## config.mk

```make
export PLATFORM = sky130hd
export DESIGN_NAME = escalonador_rr
export DESIGN_NICKNAME = d
export VERILOG_FILES = /design/src/rtl/escalonador_rr.sv
export SDC_FILE = /design/constraint.sdc
export NUM_CORES = 1
export LEC_CHECK = 0
export BUFFER_PORTS_ARGS = -buffer_cell sky130_fd_sc_hd__buf_4
export CAP_MARGIN = 15
export CELL_PAD_IN_SITES_DETAIL_PLACEMENT = 1
export CELL_PAD_IN_SITES_GLOBAL_PLACEMENT = 2
export CORE_MARGIN = 5
export CORE_UTILIZATION = 35
export CTS_BUF_LIST = sky130_fd_sc_hd__clkbuf_16
export DETAILED_ROUTE_END_ITERATION = 7
export PLACE_DENSITY = 0.78
export SLEW_MARGIN = 10
export SYNTH_ARGS = -nofsm -noshare
export SYNTH_HDL_FRONTEND = slang
export SYNTH_SLANG_ARGS = --single-unit
```

## constraint.sdc

```tcl
create_clock -name clock -period 19.2 [get_ports clock]
set_input_delay 2.88 -clock clock [delete_from_list [all_inputs] [get_ports clock]]
set_output_delay 2.88 -clock clock [all_outputs]
set_load 0.02 [all_outputs]
```

## src/rtl/escalonador_rr.sv

```systemverilog
// rtl/escalonador_rr.sv - round-robin process scheduler with quantum preemption and I/O blocking
//
// Ports:
//   clock, reset         single clock, asynchronous active-high reset
//   cria_valid/cria_pc   create a process at the lowest free slot (accepted when cria_ready)
//   cria_ready           at least one slot is free
//   instr_exec           running process retired one instruction
//   fim_processo         running process terminated
//   instrucao_io         running process blocked on I/O
//   pc_atual             resume PC of the running process, captured while saving
//   io_pronto/io_proc    I/O finished for slot io_proc (BLOQUEADO -> PRONTO)
//   troca_contexto       one-cycle pulse: CPU loads pc_novo
//   pc_novo              PC to load, valid with troca_contexto
//   processo_atual       running or last-run slot id
//   ocioso               no process is running
//   num_processos        number of non-free slots

module escalonador_rr #(
    parameter int N_PROC  = 8,
    parameter int QUANTUM = 20,
    parameter int PC_W    = 32,
    localparam int ID_W   = $clog2(N_PROC),
    localparam int Q_W    = $clog2(QUANTUM)
) (
    input  logic            clock,
    input  logic            reset,
    input  logic            cria_valid,
    input  logic [PC_W-1:0] cria_pc,
    output logic            cria_ready,
    input  logic            instr_exec,
    input  logic            fim_processo,
    input  logic            instrucao_io,
    input  logic [PC_W-1:0] pc_atual,
    input  logic            io_pronto,
    input  logic [ID_W-1:0] io_proc,
    output logic            troca_contexto,
    output logic [PC_W-1:0] pc_novo,
    output logic [ID_W-1:0] processo_atual,
    output logic            ocioso,
    output logic [ID_W:0]   num_processos
);

    typedef enum logic [1:0] {LIVRE, PRONTO, BLOQUEADO, EXEC} slot_t;
    typedef enum logic [2:0] {OCIOSO, EXECUTA, SALVA, SELECIONA, CARREGA} fsm_t;
    typedef enum logic [1:0] {C_FIM, C_IO, C_PREEMPCAO} causa_t;

    localparam logic [ID_W:0] UM_CNT = {{ID_W{1'b0}}, 1'b1};

    slot_t           slot_st [N_PROC];
    logic [PC_W-1:0] slot_pc [N_PROC];
    fsm_t            estado;
    causa_t          causa;
    logic [Q_W-1:0]  quantum;

    logic            livre_ok;
    logic [ID_W-1:0] livre_id;
    logic            pronto_ok;
    logic [ID_W-1:0] pronto_id;
    logic            algum_pronto;
    logic [ID_W:0]   contagem;

    // Lowest-index free slot; the descending loop leaves the lowest match last.
    always_comb begin
        livre_ok = 1'b0;
        livre_id = '0;
        for (int i = N_PROC - 1; i >= 0; i--) begin
            if (slot_st[i] == LIVRE) begin
                livre_ok = 1'b1;
                livre_id = ID_W'(i);
            end
        end
    end

    // Round-robin search starting after processo_atual. Offset N_PROC wraps to
    // processo_atual itself and is visited first in the descending loop, so it
    // has the lowest priority; offset 1 is visited last and wins.
    always_comb begin
        logic [ID_W-1:0] idx;
        pronto_ok = 1'b0;
        pronto_id = '0;
        idx       = '0;
        for (int i = N_PROC; i >= 1; i--) begin
            idx = processo_atual + ID_W'(i);
            if (slot_st[idx] == PRONTO) begin
                pronto_ok = 1'b1;
                pronto_id = idx;
            end
        end
    end

    always_comb begin
        algum_pronto = 1'b0;
        contagem     = '0;
        for (int i = 0; i < N_PROC; i++) begin
            if (slot_st[i] == PRONTO) algum_pronto = 1'b1;
            if (slot_st[i] != LIVRE)  contagem = contagem + UM_CNT;
        end
    end

    assign cria_ready    = livre_ok;
    assign num_processos = contagem;

    always_ff @(posedge clock or posedge reset) begin
        if (reset) begin
            estado         <= OCIOSO;
            causa          <= C_FIM;
            quantum        <= '0;
            troca_contexto <= 1'b0;
            pc_novo        <= '0;
            processo_atual <= '0;
            ocioso         <= 1'b1;
            for (int i = 0; i < N_PROC; i++) begin
                slot_st[i] <= LIVRE;
                slot_pc[i] <= '0;
            end
        end else begin
            troca_contexto <= 1'b0;

            // Creation only ever targets a LIVRE slot, so it never collides with
            // the slot touched by SALVA or SELECIONA in the same cycle.
            if (cria_valid && livre_ok) begin
                slot_st[livre_id] <= PRONTO;
                slot_pc[livre_id] <= cria_pc;
            end

            case (estado)
                OCIOSO: begin
                    if (algum_pronto) estado <= SELECIONA;
                end
                EXECUTA: begin
                    if (fim_processo) begin
                        causa  <= C_FIM;
                        estado <= SALVA;
                        ocioso <= 1'b1;
                    end else if (instrucao_io) begin
                        causa  <= C_IO;
                        estado <= SALVA;
                        ocioso <= 1'b1;
                    end else if (instr_exec) begin
                        if (quantum == Q_W'(QUANTUM - 1)) begin
                            causa  <= C_PREEMPCAO;
                            estado <= SALVA;
                            ocioso <= 1'b1;
                        end else begin
                            quantum <= quantum + Q_W'(1);
                        end
                    end
                end
                SALVA: begin
                    case (causa)
                        C_FIM: slot_st[processo_atual] <= LIVRE;
                        C_IO: begin
                            slot_st[processo_atual] <= BLOQUEADO;
                            slot_pc[processo_atual] <= pc_atual;
                        end
                        default: begin
                            slot_st[processo_atual] <= PRONTO;
                            slot_pc[processo_atual] <= pc_atual;
                        end
                    endcase
                    estado <= SELECIONA;
                end
                SELECIONA: begin
                    // The load outputs are registered here so that they are
                    // presented during the CARREGA cycle itself.
                    if (pronto_ok) begin
                        estado                <= CARREGA;
                        troca_contexto        <= 1'b1;
                        pc_novo               <= slot_pc[pronto_id];
                        processo_atual        <= pronto_id;
                        slot_st[pronto_id]    <= EXEC;
                        quantum               <= '0;
                        ocioso                <= 1'b0;
                    end else begin
                        estado <= OCIOSO;
                    end
                end
                CARREGA: begin
                    estado <= EXECUTA;
                end
                default: begin
                    estado <= OCIOSO;
                    ocioso <= 1'b1;
                end
            endcase

            // Written last so it overrides the SALVA-IO update of the same slot.
            if (io_pronto) begin
                if (slot_st[io_proc] == BLOQUEADO) begin
                    slot_st[io_proc] <= PRONTO;
                end else if (estado == SALVA && causa == C_IO && io_proc == processo_atual) begin
                    slot_st[io_proc] <= PRONTO;
                end
            end
        end
    end

endmodule

```

Word level (Yosys, flattened, before mapping)
Index checks and enable logic that the tools add are counted.
{ "classes": {"n_addsub": 15, "magnitude_cmp": 15, "n_eq_ne": 32, "n_mux": 127, "bitwise_logic": 27, "n_reduce_logical": 34} }
{ "op_table": {"columns": ["op", "count"], "rows": [
  ["$mux W256", 3],
  ["$bwmux W256", 2],
  ["$demux W32 S3", 2],
  ["$mux W32", 4],
  ["$bmux W32 S3", 1],
  ["$mux W16", 5],
  ["$mux W3", 22],
  ["$pmux W16 S2", 2],
  ["$bmux W2 S3", 9],
  ["$mux W2", 26],
  ["$ge A4 B4 Y1 const B", 11],
  ["$not A3 Y4", 11],
  ["$eq A2 B1 Y1 const B", 17],
  ["$and A8 B8 Y8", 4],
  ["$mux W1", 32],
  ["$not A8 Y8", 4],
  ["$or A8 B8 Y8", 4],
  ["$add A4 B1 Y4 const B", 7],
  ["$mux W4", 7],
  ["$mux W5", 5],
  ["$demux W2 S3", 4],
  ["$logic_not A2 Y1", 9],
  ["$reduce_bool A2 Y1", 9],
  ["$and A16 B16 Y16", 1],
  ["27 further kinds", 49]
]} }
{ "word_totals": {"regBits": 319, "in_bits": 74, "out_inout_bits": 42, "elab_cells": 273} }

Logic depth before layout (Yosys ltp)
Gate-level depths: netlist of the first run.
{ "logic_depth": {"word_depth": 25, "mapped_depth": 20, "ltp_nobuf": 19} }

Least setup slack after synthesis of the first run
OpenSTA, ideal clock, no wires.
{ "synth_path": {"path_kind": "register to output", "start": "reg slot_st[14] (netlist bit)", "end": "out num_processos[2]", "arrival_ns": 4.061, "setup_slack_ns": 12.259, "path_stages_with_launch": 19, "path_buffers": 1, "path_cell_list": "dfrtp_1 or2_2 clkbuf_1 ha_1 xnor2_1 ha_1 o21ai_0 o41ai_1 ha_1 mux2_2 ha_1 mux2_2 ha_1 mux2i_1 inv_1 ha_1 o21ai_0 xnor2_1 xnor2_1"} }
{ "synth_via": {"elab_chain_len": 16} }
{ "synth_rtl": {"columns": ["element", "line", "rtl"], "rows": [
  ["from (decl)", "49", "slot_t slot_st [N_PROC];"],
  ["from (signal, indexed assignment)", "113", "slot_st[i] <= LIVRE;"],
  ["from (signal, indexed assignment)", "122", "slot_st[livre_id] <= PRONTO;"],
  ["from (signal, indexed assignment)", "151", "C_FIM: slot_st[processo_atual] <= LIVRE;"],
  ["$reduce_bool A2 Y1 *", "96", "if (slot_st[i] != LIVRE) contagem = contagem + UM_CNT;"],
  ["$mux W1 *", "96", null],
  ["$add A4 B1 Y4", "96", null],
  ["$mux W4 *", "96", null],
  ["$add A4 B1 Y4", "96", null],
  ["$mux W4 *", "96", null],
  ["$add A4 B1 Y4", "96", null],
  ["$mux W4 *", "96", null],
  ["$add A4 B1 Y4", "96", null],
  ["$mux W4 *", "96", null],
  ["$add A4 B1 Y4", "96", null],
  ["$mux W4 *", "96", null],
  ["$add A4 B1 Y4", "96", null],
  ["$mux W4 *", "96", null],
  ["$add A4 B1 Y4", "96", null],
  ["$mux W4 *", "96", null],
  ["to (decl)", "40", "output logic [ID_W:0] num_processos"]
]} }
Every way passes the cells marked *; elsewhere a longest branch is shown, timed or not.

Final worst setup path of the first run
{ "layout_path": {"start": "reg slot_st[12] (netlist bit)", "end": "out num_processos[2]"} }
{ "layout_via": {"elab_chain_len": 14} }
{ "layout_rtl": {"columns": ["element", "line"], "rows": [
  ["$reduce_bool A2 Y1 *", "96"],
  ["$mux W4 *", "96"],
  ["$add A4 B1 Y4", "96"],
  ["$mux W4 *", "96"],
  ["$add A4 B1 Y4", "96"],
  ["$mux W4 *", "96"],
  ["$add A4 B1 Y4", "96"],
  ["$mux W4 *", "96"],
  ["$add A4 B1 Y4", "96"],
  ["$mux W4 *", "96"],
  ["$add A4 B1 Y4", "96"],
  ["$mux W4 *", "96"],
  ["$add A4 B1 Y4", "96"],
  ["$mux W4 *", "96"]
]} }
Marked as above.

==> impl_summary.log, run 1 <==
[metrics] Starting Density: 35.51%
[metrics] number of nets in the synthesized netlist: 2,130
[metrics] Layout Utilization: 40.08%
[metrics] dominant cell type by area after synthesis: sky130_fd_sc_hd__dfrtp_1
[metrics] register clock-pin slew on the reported worst setup and hold paths: 0.05 ns
[metrics] clock tree skew after final layout: 0.02129 ns
[metrics] area enclosed by the die boundary: 58,260 sq um
[metrics] highest attainable clock frequency: 0.1257 GHz
[metrics] shortest clock period the worst path allows after layout: 7.957 ns
[metrics] Worst EP arrival: 5.08 ns
[metrics] required time of the worst setup path: 16.32 ns
[metrics] worst skew pair latency: 0.57 ns
[metrics] number of nets still failing antenna checks after routing: 0
[metrics] Mapped Cells: 2,042
[metrics] largest net degree at the start of global routing: 165
[metrics] cell chosen for the clock root: sky130_fd_sc_hd__clkbuf_16
[metrics] final setup violating endpoints: 0
[metrics] fraction of final layout cells with drive strength greater than 1: 12.91%
[metrics] Most used DFF post-synth: sky130_fd_sc_hd__dfrtp_1
[metrics] maxcap violations: 0
[metrics] clock tree from TritonCTS: yes
[metrics] initial antenna violation count: 2
[metrics] initial DRC count: 876
[metrics] buffers inserted during post-CTS setup optimization: 0
[metrics] TNS Setup: 0 ns
[metrics] mean routed wirelength per cell: 24.31 microns
[metrics] synthesized flop and latch total: 319
[metrics] Placement Rows: 84
[metrics] Seq/Total Area, Yosys: 42.61%
[metrics] count of placed standard cells including taps: 2,655
[metrics] max-slew violations: 0
[metrics] Max Fanout on Critical Path: 5
[metrics] aggregate routed wire length: 66,300 microns
[metrics] syn avg cell area: 9.175 sq um
[metrics] global route total overflow: 0
[metrics] CTS sink count: 319
[metrics] GRT Overall Usage: 22.54%
[metrics] EDFF count, synth: 0
[metrics] category of the critical setup timing path: reg -> out
[metrics] count of vias placed by the detailed router: 15,860
[metrics] kind of start point of the critical path: flip-flop
[metrics] routability congestion estimate from global placement: 0.9008
[metrics] Vert. Die Dim: 241.4 microns
[metrics] transition at the pin with the smallest max-transition slack: 0.9609 ns
[metrics] wire length of the first global-routing pass: 103,300 microns
[metrics] Gates resized, CTS repair: 0
[metrics] number of port buffers: 115
[metrics] worst relative slew slack: 35.79%
[metrics] CTS Hold Bufs: 0
[metrics] number of hold violations in the final report: 0
[metrics] half-perimeter wire length of the detailed placement result: 37,280 microns
[metrics] number of vias per cell after detailed routing: 5.817
[metrics] final worst-path cycle share: 41.44%
[metrics] core area: 52,760 sq um
[metrics] share of async-settable or async-resettable flops after synthesis: 100.0%
[metrics] Yosys warning total: 0
[metrics] Worst Hold Slack: 0.4908 ns
[metrics] total CTS buffers: 40
[metrics] non-filler cells, final: 2,727
[metrics] result of the run: finished clean
[metrics] Die Wd: 241.4 microns
[metrics] Synth cell types: 67
[metrics] Post-layout nets: 2,098
[metrics] worst hold path depth: 1
[metrics] critical path endpoint category: output port
[metrics] min-delay worst type: reg -> reg
[metrics] unrepaired setup endpoints after global routing: no
[metrics] largest buffer count on any clock path: 3
[metrics] number of H-tree levels: 2
[metrics] number of top-level pins: 116
[metrics] worst reg-to-reg path cell count: 13
[metrics] Yosys top cell area share: 42.47%
[metrics] Area growth, synth to finish: 12.88%
[metrics] via count of the first global-routing pass: 16,960
[metrics] post-synth design cell area: 18,740 sq um
[metrics] detailed-route DRC error count: 0
[metrics] most area-consuming cells after synthesis: sky130_fd_sc_hd__dfrtp_1 (42%), sky130_fd_sc_hd__mux2i_1 (14%), sky130_fd_sc_hd__nand2_1 (8.3%)
[metrics] first-pass detailed-route iteration total: 5
-- Yosys cell counts (all sizes together) (15+ instances only) --
library cell	count
nor3	29
a311oi	64
a211o	32
o21ai	278
buf	47
and3	67
nor2	48
mux4	19
dfrtp	318
a211oi	73
clkbuf	174
mux2i	271
nand2	416
a21oi	21
inv	15
-- routing by layer --
| metal | vias to the layer above | share of wire (%) | global-route usage [%] |
|---|---|---|---|
| met2 | 323 | 49 | 39.29 |
| li1 | 7232 | - | - |
| met4 | 0 | 2.0 | 5.591 |
| met1 | 8230 | 44 | 29.70 |
| met3 | 77 | 4.2 | 3.222 |
| met5 | - | 0 | 0 |
-- layout make-up --
class / instances / area [sq um]
well taps: 688 / 860.8
multi-input cells: 1486 / 9879
clock inverters: 29 / 214.0
flip-flops and latches: 319 / 7984
fillers: 6027 / 31610
inverters: 16 / 67.56
diodes: 2 / 5.005
repair buffers: 147 / 1136
clock buffers: 40 / 1001
-- per-stage QoR --
step,setup WS (ns),area (sq um)
2_1_floorplan,7.494,18740
3_3_place_gp,12.03,19900
3_5_place_dp,11.85,19900
4_1_cts,11.18,21120
5_1_grt,10.91,21150
6_report,11.24,21150
-- cell usage in the layout, fill, tap and decap left out, types with 6 or more instances in the layout --
cell type	synthesis	layout
sky130_fd_sc_hd__nand2_1	416	414
sky130_fd_sc_hd__dfrtp_1	318	318
sky130_fd_sc_hd__o21ai_0	275	275
sky130_fd_sc_hd__mux2i_1	271	271
sky130_fd_sc_hd__buf_4	4	145
sky130_fd_sc_hd__a211oi_1	70	70
sky130_fd_sc_hd__and3_1	67	67
sky130_fd_sc_hd__a311oi_1	64	64
sky130_fd_sc_hd__clkbuf_16	0	40
sky130_fd_sc_hd__nor2_1	48	38
sky130_fd_sc_hd__a211o_1	32	32
sky130_fd_sc_hd__nor3_1	29	28
sky130_fd_sc_hd__a21oi_1	21	21
sky130_fd_sc_hd__inv_1	13	20
sky130_fd_sc_hd__mux4_2	19	19
sky130_fd_sc_hd__nor2b_1	14	14
sky130_fd_sc_hd__ha_1	14	14
sky130_fd_sc_hd__clkinv_1	1	13
sky130_fd_sc_hd__xnor2_1	12	12
sky130_fd_sc_hd__nand2b_1	13	12
sky130_fd_sc_hd__xor2_1	11	11
sky130_fd_sc_hd__nor2_4	0	10
sky130_fd_sc_hd__o22ai_1	10	10
sky130_fd_sc_hd__mux2_2	9	9
sky130_fd_sc_hd__nand3_1	7	7
sky130_fd_sc_hd__nand4_1	6	6
-- registers in the layout, summed over array words and instances (netlist names) --
signal and flops:
quantum 5, pc_novo 32, slot_pc 256, troca_contexto 1, slot_st 16, estado 3
causa 2, processo_atual 3, ocioso 1
-- cells by family (layout without fill, tap and decap cells) --
family,Yosys count,after routing,synth area share (%)
compound gates,524,524,18.12
xor+xnor,24,24,1.162
fa+ha+maj,14,14,0.9350
buf+inv,237,232,5.356
flops,319,319,42.61
mux,299,299,17.30
other cells,0,2,0
simple gates,625,625,14.51
-- critical path, cell delays in order, from the launching register on --
cell and delay [ns]:
sky130_fd_sc_hd__dfrtp_1 0.42, sky130_fd_sc_hd__nor2_1 0.32, sky130_fd_sc_hd__inv_1 0.16, sky130_fd_sc_hd__ha_1 0.36, sky130_fd_sc_hd__xnor2_1 0.27, sky130_fd_sc_hd__ha_1 0.27, sky130_fd_sc_hd__o21ai_0 0.09, sky130_fd_sc_hd__o41ai_1 0.16
sky130_fd_sc_hd__ha_1 0.30, sky130_fd_sc_hd__mux2_2 0.28, sky130_fd_sc_hd__ha_1 0.27, sky130_fd_sc_hd__mux2_2 0.29, sky130_fd_sc_hd__ha_1 0.28, sky130_fd_sc_hd__mux2i_1 0.18, sky130_fd_sc_hd__inv_1 0.08, sky130_fd_sc_hd__ha_1 0.18
sky130_fd_sc_hd__o21ai_0 0.10, sky130_fd_sc_hd__xnor2_1 0.17, sky130_fd_sc_hd__xnor2_1 0.15, sky130_fd_sc_hd__buf_4 0.17
-- worst paths after layout --
check                                              start                 endpoint  slack, ns
max in group asynchronous                          reset   slot_pc[113]$_DFF_PP0_      15.43
hold reg to reg                   pc_novo[8]$_DFFE_PP0P_   pc_novo[8]$_DFFE_PP0P_       0.49
min in group asynchronous                          reset    estado[2]$_DFFE_PP0P_       2.38
setup reg to reg           processo_atual[1]$_DFFE_PP0P_  pc_novo[30]$_DFFE_PP0P_      12.89
hold / removal                    pc_novo[8]$_DFFE_PP0P_   pc_novo[8]$_DFFE_PP0P_       0.49
setup / recovery                   slot_st[12]$_DFF_PP0_         num_processos[2]      11.24
Power of run 1 is not shown: default switching activity piles up to over one toggle a cycle in this logic, so the estimate is an artifact.
==> run 2, diff against run 1 <==
- PLACE_DENSITY: 0.78 -> 0.81
- clock period: 19.2 -> 6.5 ns (I/O delays scaled with it)
==> run 2 against run 1 <==
- critical path type unchanged
- hold slack better by 0.0093 ns
- sequential cell count unchanged
- via count up 0.93%
- utilization down 0.083 points
- clock skew down 0.0028 ns
- design area down 0.21%
- global-route usage down 0.36 points
- first-iteration DRC count up 41%
- critical path depth unchanged
- sequential share of layout area up 0.078 points
- routed wire length down 0.81%
==> impl_summary.log, run 2 (synthesized netlist as in run 1, its figures left out) <==
[metrics] final worst-path cycle share: 91.40%
[metrics] worst skew pair latency: 0.57 ns
[metrics] number of nets still failing antenna checks after routing: 0
[metrics] shortest clock period the worst path allows after layout: 5.941 ns
[metrics] highest attainable clock frequency: 0.1683 GHz
[metrics] largest buffer count on any clock path: 3
[metrics] number of top-level pins: 116
[metrics] cell seen most often among critical-path stages: sky130_fd_sc_hd__ha_1
[metrics] total CTS buffers: 39
[metrics] slack of the critical path: 0.5589 ns
[metrics] GRT Overall Usage: 22.18%
[metrics] routability congestion estimate from global placement: 0.8545
[metrics] first-pass detailed-route iteration total: 5
[metrics] max-slew violations: 0
[metrics] transition at the pin with the smallest max-transition slack: 1.058 ns
[metrics] initial antenna violation count: 5
[metrics] initial DRC count: 1,233
[metrics] leading cell type in the layout, fill and taps excluded: sky130_fd_sc_hd__nand2_1
[metrics] stage delay of the slowest cell on the critical path: 0.42 ns
[metrics] half-perimeter wire length of the detailed placement result: 38,120 microns
[metrics] unrepaired setup endpoints after global routing: no
[metrics] summed area of non-filler cells in the final layout: 21,100 sq um
[metrics] area enclosed by the die boundary: 58,260 sq um
[metrics] buffers inserted during post-CTS setup optimization: 0
[metrics] CTS Hold Bufs: 0
[metrics] maxcap violations: 0
[metrics] number of H-tree levels: 2
[metrics] highest-count cells in the layout ignoring fill and taps: sky130_fd_sc_hd__nand2_1 (414), sky130_fd_sc_hd__dfrtp_1 (318), sky130_fd_sc_hd__o21ai_0 (275)
[metrics] count of vias placed by the detailed router: 16,010
[metrics] Area growth, synth to finish: 12.64%
[metrics] largest net degree at the start of global routing: 171
[metrics] TNS Setup: 0 ns
[metrics] setup slack at placement: 1.146 ns
[metrics] Largest register FFs: 256
[metrics] global route total overflow: 0
[metrics] Starting Density: 35.51%
[metrics] detailed-route DRC error count: 0
[metrics] number of hold violations in the final report: 0
[metrics] CTS sink count: 319
[metrics] largest registers: slot_pc: 256 flops, pc_novo: 32 flops, slot_st: 16 flops
[metrics] required time of the worst setup path: 5.52 ns
[metrics] fraction of final layout cells with drive strength greater than 1: 12.86%
[metrics] Critical Path Slowest Stage Cell: sky130_fd_sc_hd__dfrtp_1
[metrics] number of vias per cell after detailed routing: 5.871
[metrics] core area: 52,760 sq um
[metrics] launch instance of the worst register-to-register path: processo_atual[1]$_DFFE_PP0P_
[metrics] Post-layout nets: 2,099
[metrics] mean routed wirelength per cell: 24.12 microns
[metrics] Vert. Die Dim: 241.4 microns
[metrics] number of port buffers: 115
[metrics] clock tree from TritonCTS: yes
[metrics] register containing the most flip-flops in the final layout: slot_pc
[metrics] aggregate routed wire length: 65,770 microns
[metrics] wire length of the first global-routing pass: 101,700 microns
[metrics] via count of the first global-routing pass: 16,950
[metrics] kind of start point of the critical path: flip-flop
[metrics] CP Cell Sequence: nor2_1 -> inv_1 -> ha_1 -> xnor2_1 -> ha_1 -> o21ai_0 -> o41ai_1 -> ha_1 -> mux2_2 -> ha_1 -> mux2_2 -> ha_1 -> mux2i_1 -> inv_1 -> ha_1 -> o21ai_0 -> xnor2_1 -> xnor2_1 -> buf_4
[metrics] largest delay contributor family on the critical path: adder cells
[metrics] result of the run: finished clean
[metrics] buffer and inverter count on the worst path: 3
[metrics] final setup violating endpoints: 0
[metrics] category of the critical setup timing path: reg -> out
[metrics] Worst EP arrival: 4.97 ns
[metrics] Gates resized, CTS repair: 0
[metrics] Critical path origin: slot_st[12]$_DFF_PP0_
[metrics] Die Wd: 241.4 microns
[metrics] standard cell area after detailed placement: 19,970 sq um
[metrics] Placement Rows: 84
[metrics] clock tree skew after final layout: 0.01846 ns
[metrics] worst relative slew slack: 29.45%
[metrics] min-delay worst type: in -> async
[metrics] register clock-pin slew on the reported worst setup and hold paths: 0.06 ns
[metrics] critical path endpoint category: output port
[metrics] cell chosen for the clock root: sky130_fd_sc_hd__clkbuf_16
[metrics] Max Fanout on Critical Path: 5
## run 2: per-stage QoR
step | hold slack (ns) | util (%) | cells
2_1_floorplan | 0.4988 | - | 2042
3_3_place_gp | 0.4832 | 37.85 | 2658
5_1_grt | 0.5172 | 39.99 | 2726
4_1_cts | 0.5041 | 39.99 | 2725
3_5_place_dp | 0.4873 | 37.85 | 2658
6_report | 0.5001 | 40.00 | 2727
## run 2: worst reg2reg max path, stage by stage, from the launching register on
cell and delay (ns):
sky130_fd_sc_hd__dfrtp_1 0.33, sky130_fd_sc_hd__buf_4 0.21, sky130_fd_sc_hd__clkinv_1 0.35, sky130_fd_sc_hd__ha_1 0.40
sky130_fd_sc_hd__xor2_1 0.39, sky130_fd_sc_hd__mux4_2 0.43, sky130_fd_sc_hd__nor4_1 0.32, sky130_fd_sc_hd__a31oi_2 0.19
sky130_fd_sc_hd__o31ai_1 0.43, sky130_fd_sc_hd__or2_2 0.40, sky130_fd_sc_hd__inv_2 0.19, sky130_fd_sc_hd__nand2_2 0.50
sky130_fd_sc_hd__buf_12 0.28, sky130_fd_sc_hd__a311oi_1 0.09, sky130_fd_sc_hd__a211o_1 0.31
## run 2: layer usage
metal	vias to the layer above	global-route usage, %	share of wire [%]
li1	7224	-	-
met3	118	3.654	4.5
met5	-	0	0.032
met1	8268	30.36	45
met2	396	36.77	48
met4	4	5.916	2.6
## run 2: worst paths after layout
| check | endpoint | slack [ns] | depth (start not counted) |
|---|---|---|---|
| max | num_processos[2] | 0.56 | 19 |
| min | slot_st[1]$_DFF_PP0_ | 0.50 | 2 |
| max reg2reg | pc_novo[25]$_DFFE_PP0P_ | 1.57 | 14 |
| min reg2reg | pc_novo[29]$_DFFE_PP0P_ | 0.50 | 1 |
| max in group asynchronous | slot_pc[56]$_DFF_PP0_ | 4.58 | 3 |
| min in group clock | pc_novo[29]$_DFFE_PP0P_ | 0.50 | 1 |
## run 2: cell type report
class                      count  area (sq um)
fill                        5995         31660
multi-input combinational   1486          9879
timing repair buffer         149          1181
sequential                   319          7984
tap                          688         860.8
inverter                      16         63.81
clock inverter                28         153.9
clock buffer                  39         975.9
antenna                        2         5.005
Power of run 2 is left out for the same reason.
==> run 3, diff against run 2 <==
--- a/config.mk
+++ b/config.mk
@@ -6,4 +6,5 @@
 export NUM_CORES = 1
 export LEC_CHECK = 0
+export ABC_CLOCK_PERIOD_IN_PS = 6500
 export BUFFER_PORTS_ARGS = -buffer_cell sky130_fd_sc_hd__buf_4
 export CAP_MARGIN = 15
==> constraint.sdc (replaced) <==
create_clock -name clock -period 6.5 [get_ports clock]
set_input_delay 0.65 -clock clock [delete_from_list [all_inputs] [get_ports clock]]
set_output_delay 0.65 -clock clock [all_outputs]
set_load 0.02 [all_outputs]
==> run 3 against run 2 <==
- design area hardly changed
- critical path depth stayed put
- worst setup slack better by 0.19 ns
- register-to-register slack worse by 0.08 ns
- hold slack worse by 0.34 ns
- clock skew is 0.0014 ns higher
- routed wire length is 0.75% lower
- critical endpoint unchanged
==> impl_summary.log, run 3 (synthesized netlist as in run 1, its figures left out) <==
[metrics] Vert. Die Dim: 241.4 microns
[metrics] fraction of final layout cells with drive strength greater than 1: 12.87%
[metrics] initial DRC count: 1,125
[metrics] required time of the worst setup path: 5.85 ns
[metrics] highest attainable clock frequency: 0.1740 GHz
[metrics] routability congestion estimate from global placement: 0.8618
[metrics] FILL cells: 5,988
[metrics] largest registers: slot_pc: 256 flops, pc_novo: 32 flops, slot_st: 16 flops
[metrics] final worst-path cycle share: 88.40%
[metrics] leading cell type in the layout, fill and taps excluded: sky130_fd_sc_hd__nand2_1
[metrics] transition at the pin with the smallest max-transition slack: 0.9240 ns
[metrics] global route total overflow: 0
[metrics] Gates resized, CTS repair: 0
[metrics] R2R setup slack: 1.49 ns
[metrics] sequential cell area: 7984 sq um
[metrics] initial antenna violation count: 3
[metrics] Critical Path Slowest Stage Cell: sky130_fd_sc_hd__dfrtp_1
[metrics] worst relative slew slack: 38.40%
[metrics] min-delay worst type: in -> async
[metrics] area occupied by multi-input gates: 9879 sq um
[metrics] summed area of non-filler cells in the final layout: 21,110 sq um
[metrics] Die Wd: 241.4 microns
[metrics] Starting Density: 35.51%
[metrics] Placement Rows: 84
[metrics] GRT Overall Usage: 22.15%
[metrics] result of the run: finished clean
[metrics] maxcap violations: 0
[metrics] number of hold violations in the final report: 0
[metrics] final setup violating endpoints: 0
[metrics] cell chosen for the clock root: sky130_fd_sc_hd__clkbuf_16
[metrics] via count of the first global-routing pass: 16,950
[metrics] count of vias placed by the detailed router: 15,840
[metrics] clock tree from TritonCTS: yes
[metrics] number of top-level pins: 116
[metrics] TNS Setup: 0 ns
[metrics] largest delay contributor family on the critical path: adder cells
[metrics] max-slew violations: 0
[metrics] critical path endpoint category: output port
[metrics] shortest clock period the worst path allows after layout: 5.746 ns
[metrics] Post-layout nets: 2,095
[metrics] CTS Hold Bufs: 0
[metrics] standard cell area after detailed placement: 19,940 sq um
[metrics] worst skew pair latency: 0.56 ns
[metrics] largest net degree at the start of global routing: 159
[metrics] buffer and inverter count on the worst path: 3
[metrics] number of port buffers: 115
[metrics] count of placed standard cells including taps: 2,654
[metrics] RR Endpoint: pc_novo[17]$_DFFE_PP0P_
[metrics] highest-count cells in the layout ignoring fill and taps: sky130_fd_sc_hd__nand2_1 (414), sky130_fd_sc_hd__dfrtp_1 (318), sky130_fd_sc_hd__o21ai_0 (275)
[metrics] non-filler cells, final: 2,725
[metrics] Area growth, synth to finish: 12.68%
[metrics] buffers inserted during post-CTS setup optimization: 0
[metrics] wire length of the first global-routing pass: 101,900 microns
[metrics] number of vias per cell after detailed routing: 5.811
[metrics] total CTS buffers: 39
[metrics] cell seen most often among critical-path stages: sky130_fd_sc_hd__ha_1
[metrics] unrepaired setup endpoints after global routing: no
[metrics] number of H-tree levels: 2
[metrics] number of nets still failing antenna checks after routing: 0
[metrics] kind of start point of the critical path: flip-flop
[metrics] CP Cell Sequence: nor2_1 -> inv_1 -> ha_1 -> xnor2_1 -> ha_1 -> o21ai_0 -> o41ai_1 -> ha_1 -> mux2_2 -> ha_1 -> mux2_2 -> ha_1 -> mux2i_1 -> inv_1 -> ha_1 -> o21ai_0 -> xnor2_1 -> xnor2_1 -> buf_4
[metrics] CTS sink count: 319
[metrics] largest buffer count on any clock path: 3
[metrics] Largest register FFs: 256
[metrics] mean routed wirelength per cell: 23.96 microns
[metrics] stage delay of the slowest cell on the critical path: 0.43 ns
[metrics] category of the critical setup timing path: reg -> out
[metrics] register containing the most flip-flops in the final layout: slot_pc
[metrics] Max Fanout on Critical Path: 5
[metrics] Worst EP arrival: 5.10 ns
[metrics] worst reg-to-reg path cell count: 13
[metrics] launch instance of the worst register-to-register path: processo_atual[0]$_DFFE_PP0P_
[metrics] aggregate routed wire length: 65,280 microns
[metrics] clock tree skew after final layout: 0.01982 ns
[metrics] area enclosed by the die boundary: 58,260 sq um
[metrics] core area: 52,760 sq um
[metrics] first-pass detailed-route iteration total: 6
[metrics] register clock-pin slew on the reported worst setup and hold paths: 0.06 ns
[metrics] half-perimeter wire length of the detailed placement result: 37,910 microns
[metrics] detailed-route DRC error count: 0
[run 3: cell count changes in the layout (fill, tap and decap cells not counted), moves of 2 or more]
cell	change
sky130_fd_sc_hd__inv_1	-2
sky130_fd_sc_hd__clkinv_2	+4
sky130_fd_sc_hd__clkbuf_16	+2
sky130_fd_sc_hd__buf_4	-4
[run 3: worst max path at each step]
stage	start	to	slack, ns	depth (start not counted)
after global routing	slot_st[12]$_DFF_PP0_	num_processos[2]	0.50	19
after CTS	slot_st[12]$_DFF_PP0_	num_processos[2]	0.73	19
after floorplan	reset	causa[0]$_DFFE_PP0P_	1.60	1
final	slot_st[12]$_DFF_PP0_	num_processos[2]	0.75	19
after detailed placement	slot_st[12]$_DFF_PP0_	num_processos[2]	1.36	19
after global placement	slot_st[12]$_DFF_PP0_	num_processos[2]	1.57	19
[run 3: worst register-to-register path, delay by kind of cell, from the launching register on]
| kind | cells | cell delay, ns |
|---|---|---|
| simple gates | 3 | 1.26 |
| buf+inv | 3 | 1.06 |
| compound gates | 4 | 0.99 |
| mux | 1 | 0.42 |
| fa+ha+maj | 1 | 0.39 |
| flops | 1 | 0.38 |
| xor+xnor | 1 | 0.38 |
[run 3: area by class of cell]
| type | instances | area share, % |
|---|---|---|
| sequential | 319 | 37.82 |
| multi-input combinational | 1486 | 46.80 |
| clock buffer | 41 | 4.860 |
| clock inverter | 28 | 0.6697 |
| inverter | 16 | 0.3023 |
| tap | 688 | 4.078 |
| timing repair buffer | 145 | 5.452 |
| antenna | 2 | 0.02371 |
[run 3: per-stage QoR]
step / util (%) / setup slack, ns / hold WS (ns)
6_report: 40.01 / 0.7537 / 0.1596
5_1_grt: 40.01 / 0.5011 / 0.1839
4_1_cts: 40.00 / 0.7294 / 0.1538
3_5_place_dp: 37.79 / 1.356 / 0.4858
3_3_place_gp: 37.79 / 1.570 / 0.4840
2_1_floorplan: - / 1.598 / 0.4988
[run 3: layer usage]
metal	up-vias	global-route usage (%)	wire [microns]
met5	-	0	13
met4	2	5.539	1269
met3	94	3.097	2526
met2	322	36.72	31260
met1	8202	30.82	30210
li1	7216	-	-
Power of run 3 is left out for the same reason.
